**config.mk**
```make
export PLATFORM = sky130hd
export DESIGN_NAME = challenge_generator_flat
export DESIGN_NICKNAME = d
export VERILOG_FILES = /design/src/rtl/challenge_generator_if.sv /design/src/rtl/challenge_generator.sv /design/src/flat_wrapper.sv
export SDC_FILE = /design/constraint.sdc
export NUM_CORES = 1
export LEC_CHECK = 0
export ABC_AREA = 1
export CORE_ASPECT_RATIO = 0.9
export CORE_UTILIZATION = 39
export DETAILED_ROUTE_END_ITERATION = 8
export PLACE_DENSITY = 0.73
export SLEW_MARGIN = 40
export SYNTH_ARGS = -nofsm -noshare
export SYNTH_HDL_FRONTEND = slang
export SYNTH_SLANG_ARGS = --single-unit
```
**constraint.sdc**
```tcl
create_clock -name clk -period 3.15 [get_ports clk]
set_input_delay 0.945 -clock clk [delete_from_list [all_inputs] [get_ports clk]]
set_output_delay 0.945 -clock clk [all_outputs]
set_load 0.005 [all_outputs]
```
**src/rtl/challenge_generator_if.sv**
```systemverilog
// Challenge handshake bundle between the challenge generator and the PUF input network.
interface challenge_generator_if #(
    parameter int WIDTH = 64
);
    logic [WIDTH-1:0] chal;
    logic             chal_valid;
    logic             chal_ready;

    modport master (output chal, output chal_valid, input chal_ready);
    modport slave  (input chal, input chal_valid, output chal_ready);
endinterface

```
**src/rtl/challenge_generator.sv**
```systemverilog
// Seeded 64-bit Fibonacci LFSR (x^64+x^63+x^61+x^60+1) emitting a programmable
// number of PUF challenges over a valid/ready handshake.
module challenge_generator #(
    parameter int               WIDTH    = 64,
    parameter int               CNT_W    = 16,
    parameter logic [WIDTH-1:0] RST_SEED = WIDTH'(1)
) (
    input  logic                   clk,
    input  logic                   rst,
    input  logic                   seed_load,
    input  logic [WIDTH-1:0]       seed,
    input  logic                   start,
    input  logic [CNT_W-1:0]       num_chal,
    challenge_generator_if.master  chal_if,
    output logic                   busy,
    output logic                   done,
    output logic [CNT_W-1:0]       chal_count
);

    typedef enum logic [1:0] {IDLE, RUN, FINISH} state_t;

    state_t           state;
    logic [WIDTH-1:0] lfsr;
    logic [CNT_W-1:0] target;
    logic             valid_q;

    logic             fb;
    logic [WIDTH-1:0] lfsr_next;
    logic [CNT_W-1:0] count_inc;

    assign fb        = lfsr[WIDTH-1] ^ lfsr[WIDTH-2] ^ lfsr[WIDTH-4] ^ lfsr[WIDTH-5];
    assign lfsr_next = {lfsr[WIDTH-2:0], fb};
    assign count_inc = chal_count + CNT_W'(1);

    assign chal_if.chal       = lfsr;
    assign chal_if.chal_valid = valid_q;

    always_ff @(posedge clk) begin
        if (rst) begin
            state      <= IDLE;
            lfsr       <= RST_SEED;
            valid_q    <= 1'b0;
            busy       <= 1'b0;
            done       <= 1'b0;
            chal_count <= '0;
            target     <= '0;
        end else begin
            done <= 1'b0;
            unique case (state)
                IDLE: begin
                    // An all-zero seed would lock the LFSR up, so it is replaced by 1.
                    if (seed_load)
                        lfsr <= (seed == '0) ? WIDTH'(1) : seed;
                    if (start) begin
                        chal_count <= '0;
                        target     <= num_chal;
                        if (num_chal != '0) begin
                            state   <= RUN;
                            valid_q <= 1'b1;
                            busy    <= 1'b1;
                        end else begin
                            state <= FINISH;
                            done  <= 1'b1;
                        end
                    end
                end
                RUN: begin
                    if (chal_if.chal_ready) begin
                        chal_count <= count_inc;
                        lfsr       <= lfsr_next;
                        if (count_inc == target) begin
                            state   <= FINISH;
                            valid_q <= 1'b0;
                            busy    <= 1'b0;
                            done    <= 1'b1;
                        end
                    end
                end
                FINISH:  state <= IDLE;
                default: state <= IDLE;
            endcase
        end
    end

endmodule

```
**src/flat_wrapper.sv**
```systemverilog
// flat-port wrapper written by rule: the top's interface ports become plain ports
module challenge_generator_flat 
#(
    parameter int               WIDTH    = 64,
    parameter int               CNT_W    = 16,
    parameter logic [WIDTH-1:0] RST_SEED = WIDTH'(1)
)
  (clk, rst, seed_load, seed, start, num_chal, busy, done, chal_count, chal_if_chal, chal_if_chal_valid, chal_if_chal_ready);
  challenge_generator_if #(.WIDTH(WIDTH)) chal_if_i ();
  input  logic clk;
  input  logic rst;
  input  logic seed_load;
  input  logic [WIDTH-1:0] seed;
  input  logic start;
  input  logic [CNT_W-1:0] num_chal;
  output logic busy;
  output logic done;
  output logic [CNT_W-1:0] chal_count;
  output wire logic [$bits(chal_if_i.chal)-1:0] chal_if_chal;
  output wire logic [$bits(chal_if_i.chal_valid)-1:0] chal_if_chal_valid;
  input wire logic [$bits(chal_if_i.chal_ready)-1:0] chal_if_chal_ready;
  assign chal_if_chal = chal_if_i.chal;
  assign chal_if_chal_valid = chal_if_i.chal_valid;
  assign chal_if_i.chal_ready = chal_if_chal_ready;
  challenge_generator #(.WIDTH(WIDTH), .CNT_W(CNT_W), .RST_SEED(RST_SEED)) u_core (.clk(clk), .rst(rst), .seed_load(seed_load), .seed(seed), .start(start), .num_chal(num_chal), .chal_if(chal_if_i), .busy(busy), .done(done), .chal_count(chal_count));
endmodule
```
==> results of run 1 <==
cell usage after synthesis (all sizes together):
| cell | instances | area, µm² |
|---|---|---|
| nand3 | 37 | 190 |
| inv | 39 | 146 |
| nor2 | 70 | 332 |
| nand4 | 16 | 106 |
| nand3b | 6 | 45.0 |
| xnor2 | 4 | 35.0 |
| clkbuf | 22 | 82.6 |
| or2 | 1 | 6.26 |
| o21bai | 2 | 18.8 |
| nor4 | 7 | 43.8 |
| xor3 | 1 | 23.8 |
| dfxtp | 100 | 2000 |
| buf | 20 | 95.1 |
| clkinv | 1 | 3.75 |
| xor2 | 2 | 17.5 |
| nand2 | 171 | 667 |
| ha | 1 | 12.5 |
| o211ai | 1 | 7.51 |
| o21ai | 82 | 410 |
| a21oi | 154 | 774 |
| and3b | 2 | 17.5 |
| and2 | 1 | 6.26 |
path summary, 6_finish.rpt:
path                                   endpoint  slack (ns)  cells after the start
min reg2reg      u_core.target[11]$_SDFFE_PP0P_        0.48                      2
min              u_core.target[11]$_SDFFE_PP0P_        0.48                      2
max reg2reg        u_core.state[0]$_SDFFE_PP0P_        0.98                     12
max          u_core.chal_count[14]$_SDFFE_PP0P_        0.76                      8
metal layers:
metal  routed length (µm)  share of wire, %
met1                 7120                45
met5                    0                 0
met3                 1180               7.5
met4                  380               2.4
met2                 7030                45
cells by family (layout without fill, tap and decap cells):
logic type      after synthesis  count (layout)  synth area share [%]
simple gates                311             311                  28.0
xor+xnor                      7               7                  1.51
buf+inv                      82             230                  6.50
compound gates              239             239                  24.0
fa+ha+maj                     1               1                 0.248
flops                       100             100                  39.7
cell type report:
class,instances,area [µm²],share of cell area (%)
flip-flops and latches,100,2000,28.1
well taps,164,205,2.88
clock inverters,6,63.8,0.896
inverters,40,153,2.14
clock buffers,10,239,3.35
multi-input cells,558,2720,38.2
repair buffers,174,1740,24.4
state kept, by name, summed over array words and instances (netlist names):
register / flops
u_core.chal_if.chal: 64
u_core.target: 16
u_core.busy: 1
u_core.done: 1
u_core.chal_count: 16
u_core.state: 2
power by group:
| part | switching [W] | internal (W) |
|---|---|---|
| registers | 0.000111 | 0.00141 |
| clock network | 0.000503 | 0.000636 |
| logic | 0.000457 | 0.000449 |
tightest hold or removal path: stages, from the launching register on:
cell and delay, ns:
dfxtp_1 0.31, inv_1 0.06, a21oi_1 0.06
stage by stage:
stage | cell area (µm²) | worst slack [ns] | hold WS (ns) | power [W]
6_report | 7120 | 0.759 | 0.477 | 0.00356
5_1_grt | 7120 | 0.576 | 0.510 | 0.00376
4_1_cts | 7120 | 0.768 | 0.474 | 0.00358
3_5_place_dp | 6820 | 0.405 | 0.464 | 0.00244
3_3_place_gp | 6820 | 0.419 | 0.460 | 0.00244
2_1_floorplan | 5040 | 1.19 | 0.444 | 0.00196
==> flow_summary.toml, run 1 <==
[run_status]
status = "completed"

[finish]
drive_gt1_share_pct = 6.31
nFillCells = 1232
synthToLayoutAreaGrowth_pct = 41.2
utilization_pct = 56.4
final_nets = 969
final_common_cell = "clkdlybuf4s50_1"
fin_cells = 1052
antenna_cells = 0
mostFrequentLayoutCells = "167 x clkdlybuf4s50_1, 162 x nand2_1, 153 x a21oi_1"

[routing]
drt_iter0_markers = 442
ant_nets = 0
vias = 5504
drcViolationCount = 0
wl_mm = 15.7
detailedRoute.firstPassIterationCount = 5
wl_per_cell_um = 14.9
via_per_inst = 5.23

[clocking]
cts_setup_buffers = 0
cts_tree = "done"
clockBufferDepth = 2
htreeDepth = 3
cts.repair.resized = 0
clock_sinks = 100
clk_pin_slew_ns = 0.07
root_buffer = "clkbuf_16"
clock_latency_ns = 0.35
numCtsBuffers = 9
hold_buffers = 0

[critical_path]
r2r_start = "u_core.chal_count[0]$_SDFFE_PP0P_"
critical-path-slowest-cell = "clkdlybuf4s50_1"
worstSetupEndpointType = "register"
cpPeakStageDelay_ns = 0.46
critical-path-top-delay-family = "buffers and inverters"
cp.required_ns = 3.44
cp-startpoint = "start"
crit_fanout = 17
crit_type = "in2reg"
arrival_ns = 2.68
cp_cell_sequence = "clkdlybuf4s50_1, inv_1, nor2_2, inv_1, nand2_1, inv_2, nand2_1, a21oi_1"
crit_buf_inv = 4
worstSetupStartpointType = "input port"

[sta]
drv_slew = 0
period_minus_slack_ns = 2.39
rsz0062_at_grt = "no"
skew_ns = 0.00692
min_period_over_period_pct = 75.9
fmax_ghz = 0.418
setup_violations = 0
timing.setup.tns_ns = 0
tightest_slew_ns = 0.682
slew_headroom_pct = 54.5
hold_viol_final = 0

[placed_design]
gp_congestion = 0.833
place_hpwl_mm = 10.6
dpl.cell_count = 1036
portBuffers = 167

[yosys]
synth_fp_nets = 826
ys_seq_area_share_pct = 39.7
synth_cell_type_count = 35
netlist_area_mm2 = 0.00504
postSynthAreaPerCell_um2 = 6.82
yosysWarnings = 0
ys_seq_elements = 100
netlist_instances = 740

[global_routing]
first_global_vias = 5047
antenna_found_initial = 0
use_met2_pct = 37.0
grt-ovfl-total = 0
grt_pass1_wl_mm = 25.2
gr-usage-met1_pct = 31.1
grt_util_all_layers_pct = 23.9
grt.busiest_layer = "met2"
grt_max_degree = 83
met3_usage_pct = 6.95

[worst_hold_path]
hold_class = "reg2reg"
hp-start = "u_core.target[11]$_SDFFE_PP0P_"

[power_and_ir_drop]
vdd_drop_max_v = 0.000395
p_per_area_mw_per_mm2 = 500
p_leak_nw = 2.82

[floorplan]
ios = 168
initial_core_util_pct = 39.9
die_w_um = 122
dieArea_mm2 = 0.0134
core_mm2 = 0.0126
fp.dieH_um = 110
rows = 39

[run]
maxCapViolations = 0
Note: power is estimated with default switching activity, not from simulation.
==> inputs of run 2 (changes only) <==
clock period = 2.5 ns   (was 3.15 ns; I/O delays follow)
==> flow_summary.toml, run 2 (same netlist as run 1, synthesis figures left out) <==
[critical_path]
cp-startpoint = "u_core.chal_count[5]$_SDFFE_PP0P_"
cp.required_ns = 1.75
cpPeakStageDelay_ns = 0.56
crit_fanout = 7
crit_buf_inv = 1
r2r_cells = 12
r2r_slack_ns = 0.43
critical-path-top-delay-family = "buffers and inverters"
cp_cell_sequence = "clkdlybuf4s50_1"
timing.rr.end = "u_core.busy$_SDFFE_PP0P_"
crit_type = "reg2out"
r2r_start = "u_core.chal_count[1]$_SDFFE_PP0P_"
worstSetupEndpointType = "output pin"
arrival_ns = 1.40
worstSetupStartpointType = "register"
critical-path-slowest-cell = "clkdlybuf4s50_1"

[finish]
mostFrequentLayoutCells = "167 x clkdlybuf4s50_1, 162 x nand2_1, 153 x a21oi_1"
final_nets = 974
final_area_mm2 = 0.00718
utilization_pct = 56.8
drive_gt1_share_pct = 6.72
synthToLayoutAreaGrowth_pct = 42.4
antenna_cells = 0
final_common_cell = "clkdlybuf4s50_1"
largest_register_ff_count = 64

[sta]
timing.hold.ws_ns = 0.476
tightest_slew_ns = 0.693
final.setup.worst_slack_ns = 0.354
skew_ns = 0.0111
slew_headroom_pct = 53.8
min_period_over_period_pct = 85.8
period_minus_slack_ns = 2.15
fmax_ghz = 0.466
timing.setup.tns_ns = 0
setup_violations = 0
drv_slew = 0
hold_viol_final = 0
rsz0062_at_grt = "no"

[placed_design]
preCtsSetupSlack_ns = 0.170
place_hpwl_mm = 10.9
post_dp_cell_area_mm2 = 0.00691
portBuffers = 167
gp_congestion = 0.894

[global_routing]
first_global_vias = 4967
grt-ovfl-total = 0
grt_util_all_layers_pct = 23.6
grt_pass1_wl_mm = 24.8
antenna_found_initial = 0
grt_max_degree = 67

[clocking]
root_buffer = "clkbuf_16"
clock_sinks = 100
cts.repair.resized = 0
numCtsBuffers = 9
hold_buffers = 0
clock_latency_ns = 0.36
clockBufferDepth = 2
clk_pin_slew_ns = 0.07
cts_setup_buffers = 0
cts_tree = "done"
htreeDepth = 3

[floorplan]
ios = 168
die_w_um = 122
dieArea_mm2 = 0.0134
initial_core_util_pct = 39.9
core_mm2 = 0.0126
rows = 39
fp.dieH_um = 110

[power_and_ir_drop]
intPower_w = 0.00305
p_per_area_mw_per_mm2 = 614
p_clk_share_pct = 30.2
netSwitchingFraction_pct = 30.9
netSwitchingPower_w = 0.00136
p_seq_share_pct = 43.3
p_comb_share_pct = 26.6
vdd_drop_max_v = 0.000366
p_leak_nw = 2.85

[routing]
drt_iter0_markers = 471
detailedRoute.firstPassIterationCount = 8
vias = 5525
ant_nets = 0
wl_per_cell_um = 14.8
drcViolationCount = 0
via_per_inst = 5.23
wl_mm = 15.7

[run_status]
status = "completed"

[worst_hold_path]
worstHoldEndpoint = "u_core.target[13]$_SDFFE_PP0P_"
hp-start = "u_core.target[13]$_SDFFE_PP0P_"
hold_class = "reg2reg"
worstHoldPathCells = 2

[run]
maxCapViolations = 0
run 2: cell types whose count changed in the layout (fill, tap and decap cells not counted):
cell | before | now
clkinv_2 | 2 | 1
clkbuf_8 | 1 | 0
inv_6 | 0 | 2
inv_4 | 1 | 0
clkinv_4 | 1 | 2
buf_4 | 6 | 7
clkbuf_1 | 0 | 1
bufinv_16 | 1 | 0
clkinvlp_4 | 2 | 1
inv_2 | 5 | 6
buf_12 | 1 | 5
run 2: worst max path at each step:
stage                                    to  cells past startpoint
6_report                      chal_count[5]                      1
5_1_grt        u_core.state[0]$_SDFFE_PP0P_                     14
4_1_cts                       chal_count[5]                      1
3_5_place_dp       u_core.busy$_SDFFE_PP0P_                     11
3_3_place_gp       u_core.busy$_SDFFE_PP0P_                     11
2_1_floorplan  u_core.state[0]$_SDFFE_PP0P_                     12
run 2: power by group through the flow:
stage | registers, W | logic (W) | clock network, W
final | 0.00191 | 0.00117 | 0.00133
after floorplan | 0.00193 | 0.000549 | 0
after global placement | 0.00194 | 0.00116 | 0
after detailed placement | 0.00194 | 0.00117 | 0
after CTS | 0.00191 | 0.00117 | 0.00136
after global routing | 0.00193 | 0.00130 | 0.00143
run 2: per-layer routing:
| layer | global-route usage (%) | up-vias | wire length (µm) |
|---|---|---|---|
| li1 | - | 2798 | - |
| met1 | 31.3 | 2521 | 7140 |
| met5 | 0 | - | 0 |
| met4 | 9.26 | 0 | 393 |
| met3 | 6.95 | 25 | 1070 |
| met2 | 35.8 | 181 | 7080 |
run 2: area by class of cell:
class / instances / area (µm²)
Tap cell: 164 / 205
Multi-Input combinational cell: 558 / 2720
Inverter: 40 / 150
Clock inverter: 6 / 47.5
Sequential cell: 100 / 2000
Fill cell: 1221 / 5460
Timing Repair Buffer: 179 / 1820
Clock buffer: 10 / 229
run 2: metrics by stage:
step                      cells  total power, W
after floorplan             740         0.00247
after global placement     1041         0.00310
after detailed placement   1041         0.00310
after CTS                  1057         0.00444
after global routing       1057         0.00467
final                      1057         0.00441
==> inputs of run 3 (changes only) <==
PLACE_DENSITY = 0.7   (was 0.73)
==> flow_summary.toml, run 3 (same netlist as run 1, synthesis figures left out) <==
[floorplan]
dieArea_mm2 = 0.0134
ios = 168
die_w_um = 122
rows = 39
fp.dieH_um = 110
core_mm2 = 0.0126
initial_core_util_pct = 39.9

[critical_path]
worstSetupEndpointType = "output pin"
crit_fanout = 7
cp.required_ns = 1.75
worstSetupStartpointType = "register"
critical-path-top-delay-family = "buffers and inverters"
arrival_ns = 1.41
crit_buf_inv = 1
r2r_start = "u_core.chal_count[1]$_SDFFE_PP0P_"
cpPeakStageDelay_ns = 0.57
r2r_slack_ns = 0.47
cp_cell_sequence = "clkdlybuf4s50_1"
crit_type = "reg2out"
critical-path-slowest-cell = "clkdlybuf4s50_1"
cp-startpoint = "u_core.chal_count[5]$_SDFFE_PP0P_"

[clocking]
clock_latency_ns = 0.36
cts.repair.resized = 0
hold_buffers = 0
clock_sinks = 100
clockBufferDepth = 2
htreeDepth = 3
root_buffer = "clkbuf_16"
numCtsBuffers = 9
cts_tree = "done"
cts_setup_buffers = 0
clk_pin_slew_ns = 0.07

[routing]
wl_per_cell_um = 14.6
drt_iter0_markers = 450
drcViolationCount = 0
vias = 5457
via_per_inst = 5.16
ant_nets = 0
detailedRoute.firstPassIterationCount = 5
wl_mm = 15.5

[global_routing]
grt_pass1_wl_mm = 24.5
grt_util_all_layers_pct = 23.4
grt_max_degree = 67
grt-ovfl-total = 0
antenna_found_initial = 0
first_global_vias = 4934

[finish]
antenna_cells = 0
utilization_pct = 57.1
multi_input_area_mm2 = 0.00272
largest_register_ff_count = 64
drive_gt1_share_pct = 6.83
final_nets = 974
mostFrequentLayoutCells = "167 x clkdlybuf4s50_1, 162 x nand2_1, 153 x a21oi_1"
final-seq-area_mm2 = 0.00200
final_common_cell = "clkdlybuf4s50_1"
synthToLayoutAreaGrowth_pct = 43.1
nFillCells = 1222

[run_status]
status = "completed"

[sta]
timing.setup.tns_ns = 0
setup_violations = 0
fmax_ghz = 0.464
hold_viol_final = 0
rsz0062_at_grt = "no"
drv_slew = 0
period_minus_slack_ns = 2.16
skew_ns = 0.00866
tightest_slew_ns = 0.685
slew_headroom_pct = 54.3
min_period_over_period_pct = 86.2

[power_and_ir_drop]
finalPower_w = 0.00462
p_per_area_mw_per_mm2 = 640
vdd_drop_max_v = 0.000415
p_leak_nw = 2.87

[worst_hold_path]
hp-start = "u_core.target[13]$_SDFFE_PP0P_"
hold_class = "reg2reg"

[run]
maxCapViolations = 0

[placed_design]
place_hpwl_mm = 10.8
portBuffers = 167
gp_congestion = 0.855
[run 3: path summary, 6_finish.rpt]
path                                         end  cells after the start
hold reg to reg   u_core.target[13]$_SDFFE_PP0P_                      2
hold / removal    u_core.target[13]$_SDFFE_PP0P_                      2
setup / recovery                   chal_count[5]                      1
setup reg to reg    u_core.state[0]$_SDFFE_PP0P_                     12
[run 3: power by group]
| group | total, W | internal (W) | leakage [nW] | switching [W] |
|---|---|---|---|---|
| Clock | 0.00154 | 0.000905 | 0.159 | 0.000631 |
| Sequential | 0.00191 | 0.00177 | 0.825 | 0.000137 |
| Combinational | 0.00118 | 0.000593 | 1.89 | 0.000584 |
| Total | 0.00462 | 0.00327 | 2.87 | 0.00135 |
[run 3: metal layers]
layer | wire length (µm) | vias up | global-route usage, %
li1 | - | 2800 | -
met1 | 7260 | 2463 | 31.9
met2 | 6930 | 175 | 36.0
met3 | 1050 | 19 | 6.90
met4 | 225 | 0 | 5.56
met5 | 0 | - | 0
[run 3: cell type report]
type                    instances  area share, %
inverters                      40           2.08
repair buffers                179           25.1
well taps                     164           2.84
flip-flops and latches        100           27.7
multi-input cells             558           37.7
clock buffers                  10           3.31
clock inverters                 6           1.20
[run 3: metrics by stage]
step / area (µm²) / setup slack [ns] / instances / hold slack (ns)
3_5_place_dp: 6890 / 0.233 / 1041 / 0.462
2_1_floorplan: 5040 / 0.724 / 740 / 0.444
4_1_cts: 7220 / 0.344 / 1057 / 0.472
3_3_place_gp: 6890 / 0.275 / 1041 / 0.460
5_1_grt: 7220 / 0.230 / 1057 / 0.508
6_report: 7220 / 0.344 / 1057 / 0.468
